## config.mk

```make
export PLATFORM = sky130hd
export DESIGN_NAME = song_sequencer_flat
export DESIGN_NICKNAME = d
export VERILOG_FILES = /design/src/rtl/song_sequencer_pkg.sv /design/src/rtl/song_sequencer_if.sv /design/src/rtl/song_sequencer_tempo_tick.sv /design/src/rtl/song_sequencer.sv /design/src/flat_wrapper.sv
export SDC_FILE = /design/constraint.sdc
export NUM_CORES = 1
export LEC_CHECK = 0
export ABC_AREA = 1
export BUFFER_PORTS_ARGS = -buffer_cell sky130_fd_sc_hd__buf_2
export CAP_MARGIN = 10
export CORE_MARGIN = 3
export CORE_UTILIZATION = 45
export CTS_CLUSTER_DIAMETER = 100
export DETAILED_ROUTE_END_ITERATION = 6
export SYNTH_ARGS = -nofsm -noshare
export SYNTH_HDL_FRONTEND = slang
export SYNTH_HIERARCHICAL = 1
export SYNTH_SLANG_ARGS = --single-unit
```

## constraint.sdc

```tcl
create_clock -name clk -period 2.58 [get_ports clk]
set_clock_uncertainty 0.1 [all_clocks]
set_input_delay 0.387 -clock clk [delete_from_list [all_inputs] [get_ports clk]]
set_output_delay 0.387 -clock clk [all_outputs]
set_load 0.01 [all_outputs]
```

## src/rtl/song_sequencer_pkg.sv

```systemverilog
// song_pkg: shared types and constants for the song sequencer.
//   state_t  - sequencer FSM states (IDLE / PLAY / PAUSE)
//   ADDR_W   - ROM step address width
//   NOTE_W   - note code width (0 = rest)
//   LEN0_DEF / LEN1_DEF - default step counts of the two songs
package song_pkg;

  localparam int ADDR_W   = 9;
  localparam int NOTE_W   = 8;
  localparam int LEN0_DEF = 365;
  localparam int LEN1_DEF = 262;

  typedef enum logic [1:0] {
    ST_IDLE  = 2'd0,
    ST_PLAY  = 2'd1,
    ST_PAUSE = 2'd2
  } state_t;

endpackage

```

## src/rtl/song_sequencer_if.sv

```systemverilog
// song_sequencer_if: song ROM bus between the sequencer and the note ROM.
//   rom_sel  - song number, selects which ROM is read
//   rom_addr - step address
//   rom_note - registered ROM data, valid one clk after rom_addr
// Modports: master (sequencer side), slave (ROM side).
interface song_sequencer_if;

  logic                       rom_sel;
  logic [song_pkg::ADDR_W-1:0] rom_addr;
  logic [song_pkg::NOTE_W-1:0] rom_note;

  modport master (output rom_sel, output rom_addr, input rom_note);
  modport slave  (input rom_sel, input rom_addr, output rom_note);

endinterface

```

## src/rtl/song_sequencer_tempo_tick.sv

```systemverilog
// tempo_tick: step-rate divider for the song sequencer.
//   clk, rst_n - clock, asynchronous active-low reset
//   en_i       - count enable (sequencer is playing); count holds when low
//   clr_i      - synchronous clear of the count
//   tempo_i    - tempo prescale, step period TICK_DIV*(tempo_i+1)
//                (present only when SONG_TEMPO_EN is defined)
//   tick_o     - one-cycle pulse on the last count of a step
// Optional feature macro: SONG_TEMPO_EN.
module tempo_tick #(
  parameter int TICK_DIV = 6250000
) (
  input  logic       clk,
  input  logic       rst_n,
  input  logic       en_i,
  input  logic       clr_i,
`ifdef SONG_TEMPO_EN
  input  logic [1:0] tempo_i,
`endif
  output logic       tick_o
);

  // Wide enough for the slowest tempo (x4) in either build.
  localparam int CNT_W = $clog2(TICK_DIV * 4 + 1);

  logic [CNT_W-1:0] cnt_q, cnt_d;
  logic [CNT_W-1:0] last;

`ifdef SONG_TEMPO_EN
  logic [1:0] tempo_q, tempo_d;

  // Tempo is captured while cleared and re-captured on every tick, so a
  // change only takes effect at a step boundary.
  assign tempo_d = (clr_i || tick_o) ? tempo_i : tempo_q;
  assign last    = CNT_W'(TICK_DIV * (int'(tempo_q) + 1) - 1);

  always_ff @(posedge clk or negedge rst_n) begin
    if (!rst_n) tempo_q <= 2'd0;
    else        tempo_q <= tempo_d;
  end
`else
  assign last = CNT_W'(TICK_DIV - 1);
`endif

  assign tick_o = en_i && (cnt_q == last);

  always_comb begin
    cnt_d = cnt_q;
    if (clr_i || tick_o) cnt_d = '0;
    else if (en_i)       cnt_d = cnt_q + 1'b1;
  end

  always_ff @(posedge clk or negedge rst_n) begin
    if (!rst_n) cnt_q <= '0;
    else        cnt_q <= cnt_d;
  end

endmodule

```

## src/rtl/song_sequencer.sv

```systemverilog
// song_sequencer: steps through a song ROM at a fixed step rate and drives
// note codes to a tone generator.
//   clk, rst_n  - clock, asynchronous active-low reset
//   play_pause  - pulse: IDLE->PLAY (latches song_sel), PLAY<->PAUSE
//   stop        - pulse: PLAY/PAUSE -> IDLE; wins over play_pause
//   song_sel    - song number, sampled only when leaving IDLE
//   loop_en     - restart the song at its end instead of stopping
//   tempo       - step period multiplier-1 (only with SONG_TEMPO_EN)
//   rom         - ROM bus (rom_sel, rom_addr out; rom_note in)
//   note        - note code, 0 = rest
//   playing     - high in PLAY
//   done        - one-cycle pulse when the last step completes
// Optional feature macro: SONG_TEMPO_EN.
module song_sequencer
  import song_pkg::*;
#(
  parameter int TICK_DIV = 6250000,
  parameter int LEN0     = LEN0_DEF,
  parameter int LEN1     = LEN1_DEF
) (
  input  logic              clk,
  input  logic              rst_n,
  input  logic              play_pause,
  input  logic              stop,
  input  logic              song_sel,
  input  logic              loop_en,
`ifdef SONG_TEMPO_EN
  input  logic [1:0]        tempo,
`endif
  song_sequencer_if.master  rom,
  output logic [NOTE_W-1:0] note,
  output logic              playing,
  output logic              done
);

  state_t              state_q, state_d;
  logic [ADDR_W-1:0]   addr_q, addr_d;
  logic                sel_q, sel_d;
  logic [NOTE_W-1:0]   note_q, note_d;
  logic                done_q, done_d;
  logic                fresh_q;
  logic                tick, tick_en, tick_clr;
  logic [ADDR_W-1:0]   len_last;
  logic                at_last;

  tempo_tick #(.TICK_DIV(TICK_DIV)) u_tick (
    .clk    (clk),
    .rst_n  (rst_n),
    .en_i   (tick_en),
    .clr_i  (tick_clr),
`ifdef SONG_TEMPO_EN
    .tempo_i(tempo),
`endif
    .tick_o (tick)
  );

  assign len_last = sel_q ? ADDR_W'(LEN1 - 1) : ADDR_W'(LEN0 - 1);
  // >= rather than == so the address can never run past the song end.
  assign at_last  = (addr_q >= len_last);

  // State register
  always_ff @(posedge clk or negedge rst_n) begin
    if (!rst_n) state_q <= ST_IDLE;
    else        state_q <= state_d;
  end

  // Next state: stop beats everything, end-of-song beats pause.
  always_comb begin
    state_d = state_q;
    unique case (state_q)
      ST_IDLE:  if (play_pause && !stop)              state_d = ST_PLAY;
      ST_PLAY:  if (stop)                             state_d = ST_IDLE;
                else if (tick && at_last && !loop_en) state_d = ST_IDLE;
                else if (play_pause)                  state_d = ST_PAUSE;
      ST_PAUSE: if (stop)                             state_d = ST_IDLE;
                else if (play_pause)                  state_d = ST_PLAY;
      default:                                        state_d = ST_IDLE;
    endcase
  end

  // FSM outputs: divider runs only in PLAY and is held clear in IDLE.
  always_comb begin
    playing  = (state_q == ST_PLAY);
    tick_en  = (state_q == ST_PLAY);
    tick_clr = (state_q == ST_IDLE);
  end

  // Step address, song latch, done pulse and note output.
  always_comb begin
    addr_d = addr_q;
    sel_d  = sel_q;
    done_d = 1'b0;
    note_d = '0;
    if (state_q == ST_IDLE && state_d == ST_PLAY) begin
      sel_d  = song_sel;
      addr_d = '0;
    end
    if (state_q == ST_PLAY && !stop && tick) begin
      if (at_last) begin
        done_d = 1'b1;
        addr_d = '0;
      end else begin
        addr_d = addr_q + 1'b1;
      end
    end
    if (state_d == ST_IDLE) addr_d = '0;
    // ROM data lags the address by one clk; fresh_q masks the first cycle
    // after entering PLAY so the stale word never reaches note.
    if (state_q == ST_PLAY && state_d == ST_PLAY && !fresh_q)
      note_d = rom.rom_note;
  end

  // Pipeline stage: ROM data -> note register (address + 2 clk)
  always_ff @(posedge clk or negedge rst_n) begin
    if (!rst_n) begin
      addr_q  <= '0;
      sel_q   <= 1'b0;
      note_q  <= '0;
      done_q  <= 1'b0;
      fresh_q <= 1'b1;
    end else begin
      addr_q  <= addr_d;
      sel_q   <= sel_d;
      note_q  <= note_d;
      done_q  <= done_d;
      fresh_q <= (state_q != ST_PLAY);
    end
  end

  assign rom.rom_sel  = sel_q;
  assign rom.rom_addr = addr_q;
  assign note         = note_q;
  assign done         = done_q;

endmodule

```

## src/flat_wrapper.sv

```systemverilog
// flat-port wrapper written by rule: the top's interface ports become plain ports
module song_sequencer_flat import song_pkg::*;
#(
  parameter int TICK_DIV = 6250000,
  parameter int LEN0     = LEN0_DEF,
  parameter int LEN1     = LEN1_DEF
)
  (clk, rst_n, play_pause, stop, song_sel, loop_en, note, playing, done, rom_rom_sel, rom_rom_addr, rom_rom_note);
  song_sequencer_if rom_i ();
  input  logic clk;
  input  logic rst_n;
  input  logic play_pause;
  input  logic stop;
  input  logic song_sel;
  input  logic loop_en;
  output logic [NOTE_W-1:0] note;
  output logic playing;
  output logic done;
  output wire logic [$bits(rom_i.rom_sel)-1:0] rom_rom_sel;
  output wire logic [$bits(rom_i.rom_addr)-1:0] rom_rom_addr;
  input wire logic [$bits(rom_i.rom_note)-1:0] rom_rom_note;
  assign rom_rom_sel = rom_i.rom_sel;
  assign rom_rom_addr = rom_i.rom_addr;
  assign rom_i.rom_note = rom_rom_note;
  song_sequencer #(.TICK_DIV(TICK_DIV), .LEN0(LEN0), .LEN1(LEN1)) u_core (.clk(clk), .rst_n(rst_n), .play_pause(play_pause), .stop(stop), .song_sel(song_sel), .loop_en(loop_en), .rom(rom_i), .note(note), .playing(playing), .done(done));
endmodule
```

==> flow_summary.yaml <==
critical_path:
  cp-startpoint: "u_core/u_tick/cnt_q[0]"
  crit_required_ns: 2.67
  cp.arrival_ns: 2.17
  criticalPathCategory: "register to register"
  r2r_start: "u_core/u_tick/cnt_q[0]"
  cp-end-kind: "register"
  timing.rr.end: "u_core/rom.rom_addr[7]"
  rr_worst_depth: 12
  worst_setup_path_start_kind: "register"
  crit_fanout: 9
  r2r_slack_ns: 0.51
outcome:
  status: "finished, final reports clean"
cts:
  clockBufferDepth: 2
  cts_tree: "yes"
  path_clk_slew_ns: 0.10
  ctsHoldBuffers: 0
  cts_made_buffers: 5
  clock-sinks: 47
  cts_setup_buffers: 0
  cts.htree.levels: 2
  ctsResizeCount: 0
  cts-root-buf: "clkbuf_8"
  clock_latency_ns: 0.31
pwr:
  powerDensity_nw_per_um2: 423
  power.leakage_nw: 1.61
  ir_drop_mv: 0.250
  p_total_w: 0.00137
global_routing:
  grt_usage_pct: 19.4
  grt_pass1_wl_mm: 11.6
  grt-ovfl-total: 0
  antenna_found_initial: 0
  grt_max_degree: 33
  grt_pass1_vias: 2501
floorplanning:
  core_area_sq_um: 6060
  die_area_sq_um: 7430
  die_x_um: 86.2
  initial_core_util_pct: 47.8
  row_count: 28
  die_y_um: 86.2
  num_io_pins: 34
synth:
  synth_area_sq_um: 2900
  synth.net_count: 430
  synth_edf_count: 0
  async_flop_share_pct: 100
  ys_seq_area_share_pct: 40.7
  yosysWarnings: 6
  synth-main-ff-cell: "dfrtp_1"
  syn_avg_cell_area_sq_um: 7.06
  yosysUniqueCellTypes: 31
  ys_ff_latch: 47
  syn_inst: 410
sta:
  finalSetupTns_ns: 0
  fin_crit_sh_pct: 80.4
  finalHoldViolCount: 0
  finalCriticalPeriod_ns: 2.07
  relSlewSlack_pct: 52.7
  maxSlewViolCount: 0
  setup_viol_count_final: 0
  fmax_mhz: 482
  rsz0062_at_grt: "no"
  holdWs_ns: 0.0204
  max_slew.worst_pin.slew_ns: 0.710
place:
  port_buffers: 33
  gp_congestion: 0.850
  dp_hpwl_mm: 5.02
  placed_cells: 515
cells_and_area:
  drive_above_1_share_pct: 17.2
  final_cells: 523
  nNetsFinal: 467
  layout_commonest_cell: "nand2_1"
  syn_to_final_growth_pct: 11.6
  final_cell_mix: "nand2_1 (95), nor2_1 (79), inv_1 (61), dfrtp_1 (46), buf_2 (33)"
  num_antenna_cells: 0
  final_util_pct: 53.3
route:
  ant_nets: 0
  viasPerCell: 4.92
  drt_iter0_drc: 132
  drt-pass1-iter-count: 4
  wl_per_cell_um: 12.6
  drc: 0
  num_vias: 2574
  wl_mm: 6.61
flow_run:
  maxCapViolCount: 0
hold_path:
  hold_class: "primary input to async pin"
-- area by class of cell --
cell class | count | area, sq um
Fill cell | 604 | 2830
Multi-Input combinational cell | 291 | 1430
Sequential cell | 47 | 1180
Inverter | 66 | 248
Timing Repair Buffer | 36 | 188
Tap cell | 75 | 93.8
Clock buffer | 5 | 68.8
Clock inverter | 3 | 26.3
-- kinds of logic (layout without fill, tap and decap cells) --
logic type      count (synthesis)  after routing  share of synthesized area (%)
flops                          47             47                           40.7
fa+ha+maj                       6              6                           2.59
buf+inv                        72            110                           9.94
simple gates                  261            261                           40.8
compound gates                 14             14                           2.85
mux                             1              1                          0.389
xor+xnor                        9              9                           2.72
-- through the flow --
| stage | instance area, sq um | setup WS (ns) |
|---|---|---|
| 2_1_floorplan | 2900 | 0.544 |
| 3_5_place_dp | 3140 | 0.526 |
| 3_3_place_gp | 3140 | 0.543 |
| 5_1_grt | 3230 | 0.261 |
| 6_report | 3230 | 0.505 |
| 4_1_cts | 3230 | 0.493 |
-- worst max path at each step --
| stage | end | slack (ns) | depth (start not counted) |
|---|---|---|---|
| 3_5_place_dp | u_core/rom.rom_addr[7] | 0.53 | 12 |
| 3_3_place_gp | u_core/rom.rom_addr[8] | 0.54 | 11 |
| 2_1_floorplan | u_core/rom.rom_addr[0] | 0.54 | 13 |
| 4_1_cts | u_core/rom.rom_addr[7] | 0.49 | 12 |
| 6_report | u_core/rom.rom_addr[7] | 0.51 | 12 |
| 5_1_grt | u_core/rom.rom_addr[3] | 0.26 | 10 |
-- cells in the mapped netlist, types with 2 or more instances --
master,count,share of area (%)
ha_1,6,2.6
nand2_2,8,1.7
nor2_1,79,10
nor3_1,10,1.7
nand4_1,17,3.7
buf_2,2,0.35
a21oi_2,2,0.61
buf_4,2,0.52
a21oi_1,4,0.69
nand2_1,95,12
nor2_2,9,1.9
nand2_4,2,0.78
inv_1,61,7.9
dfrtp_1,46,40
inv_2,4,0.52
nand3_2,2,0.69
o21ai_0,5,0.86
nor2_4,3,1.2
a31oi_1,2,0.43
xor2_1,8,2.4
nand3_1,32,5.5
nor4_1,2,0.43
-- sequential cells by signal, summed over array words and instances (netlist names) --
register	cells
u_core/u_tick/cnt_q	25
u_core/rom.rom_addr	9
u_core/note	8
u_core/state_q	2
u_core/done	1
u_core/fresh_q	1
u_core/rom.rom_sel	1
-- layer usage --
layer	global-route usage, %	wire length (um)
met5	0	0
met4	5.81	75
met3	3.80	353
met2	32.4	3090
met1	25.6	3090
-- report_power, final --
part	internal, W	total (W)	leakage, nW	switching (W)
Combinational	0.0000398	0.000134	0.913	0.0000947
Clock	0.000202	0.000476	0.0495	0.000274
Sequential	0.000746	0.000758	0.649	0.0000119
-- worst max-delay path, stage by stage, from the launching register on --
cell and delay (ns):
dfrtp_1 0.40, ha_1 0.21, nand3_1 0.14, nor2_1 0.19, nand2_1 0.07, nor2_1 0.14, inv_1 0.06, nor2_1 0.08
nand2_1 0.09, a21oi_2 0.16, nand2_2 0.15, nand3_1 0.11, nand2_1 0.06
No activity file was read; power rests on OpenSTA's default activity.
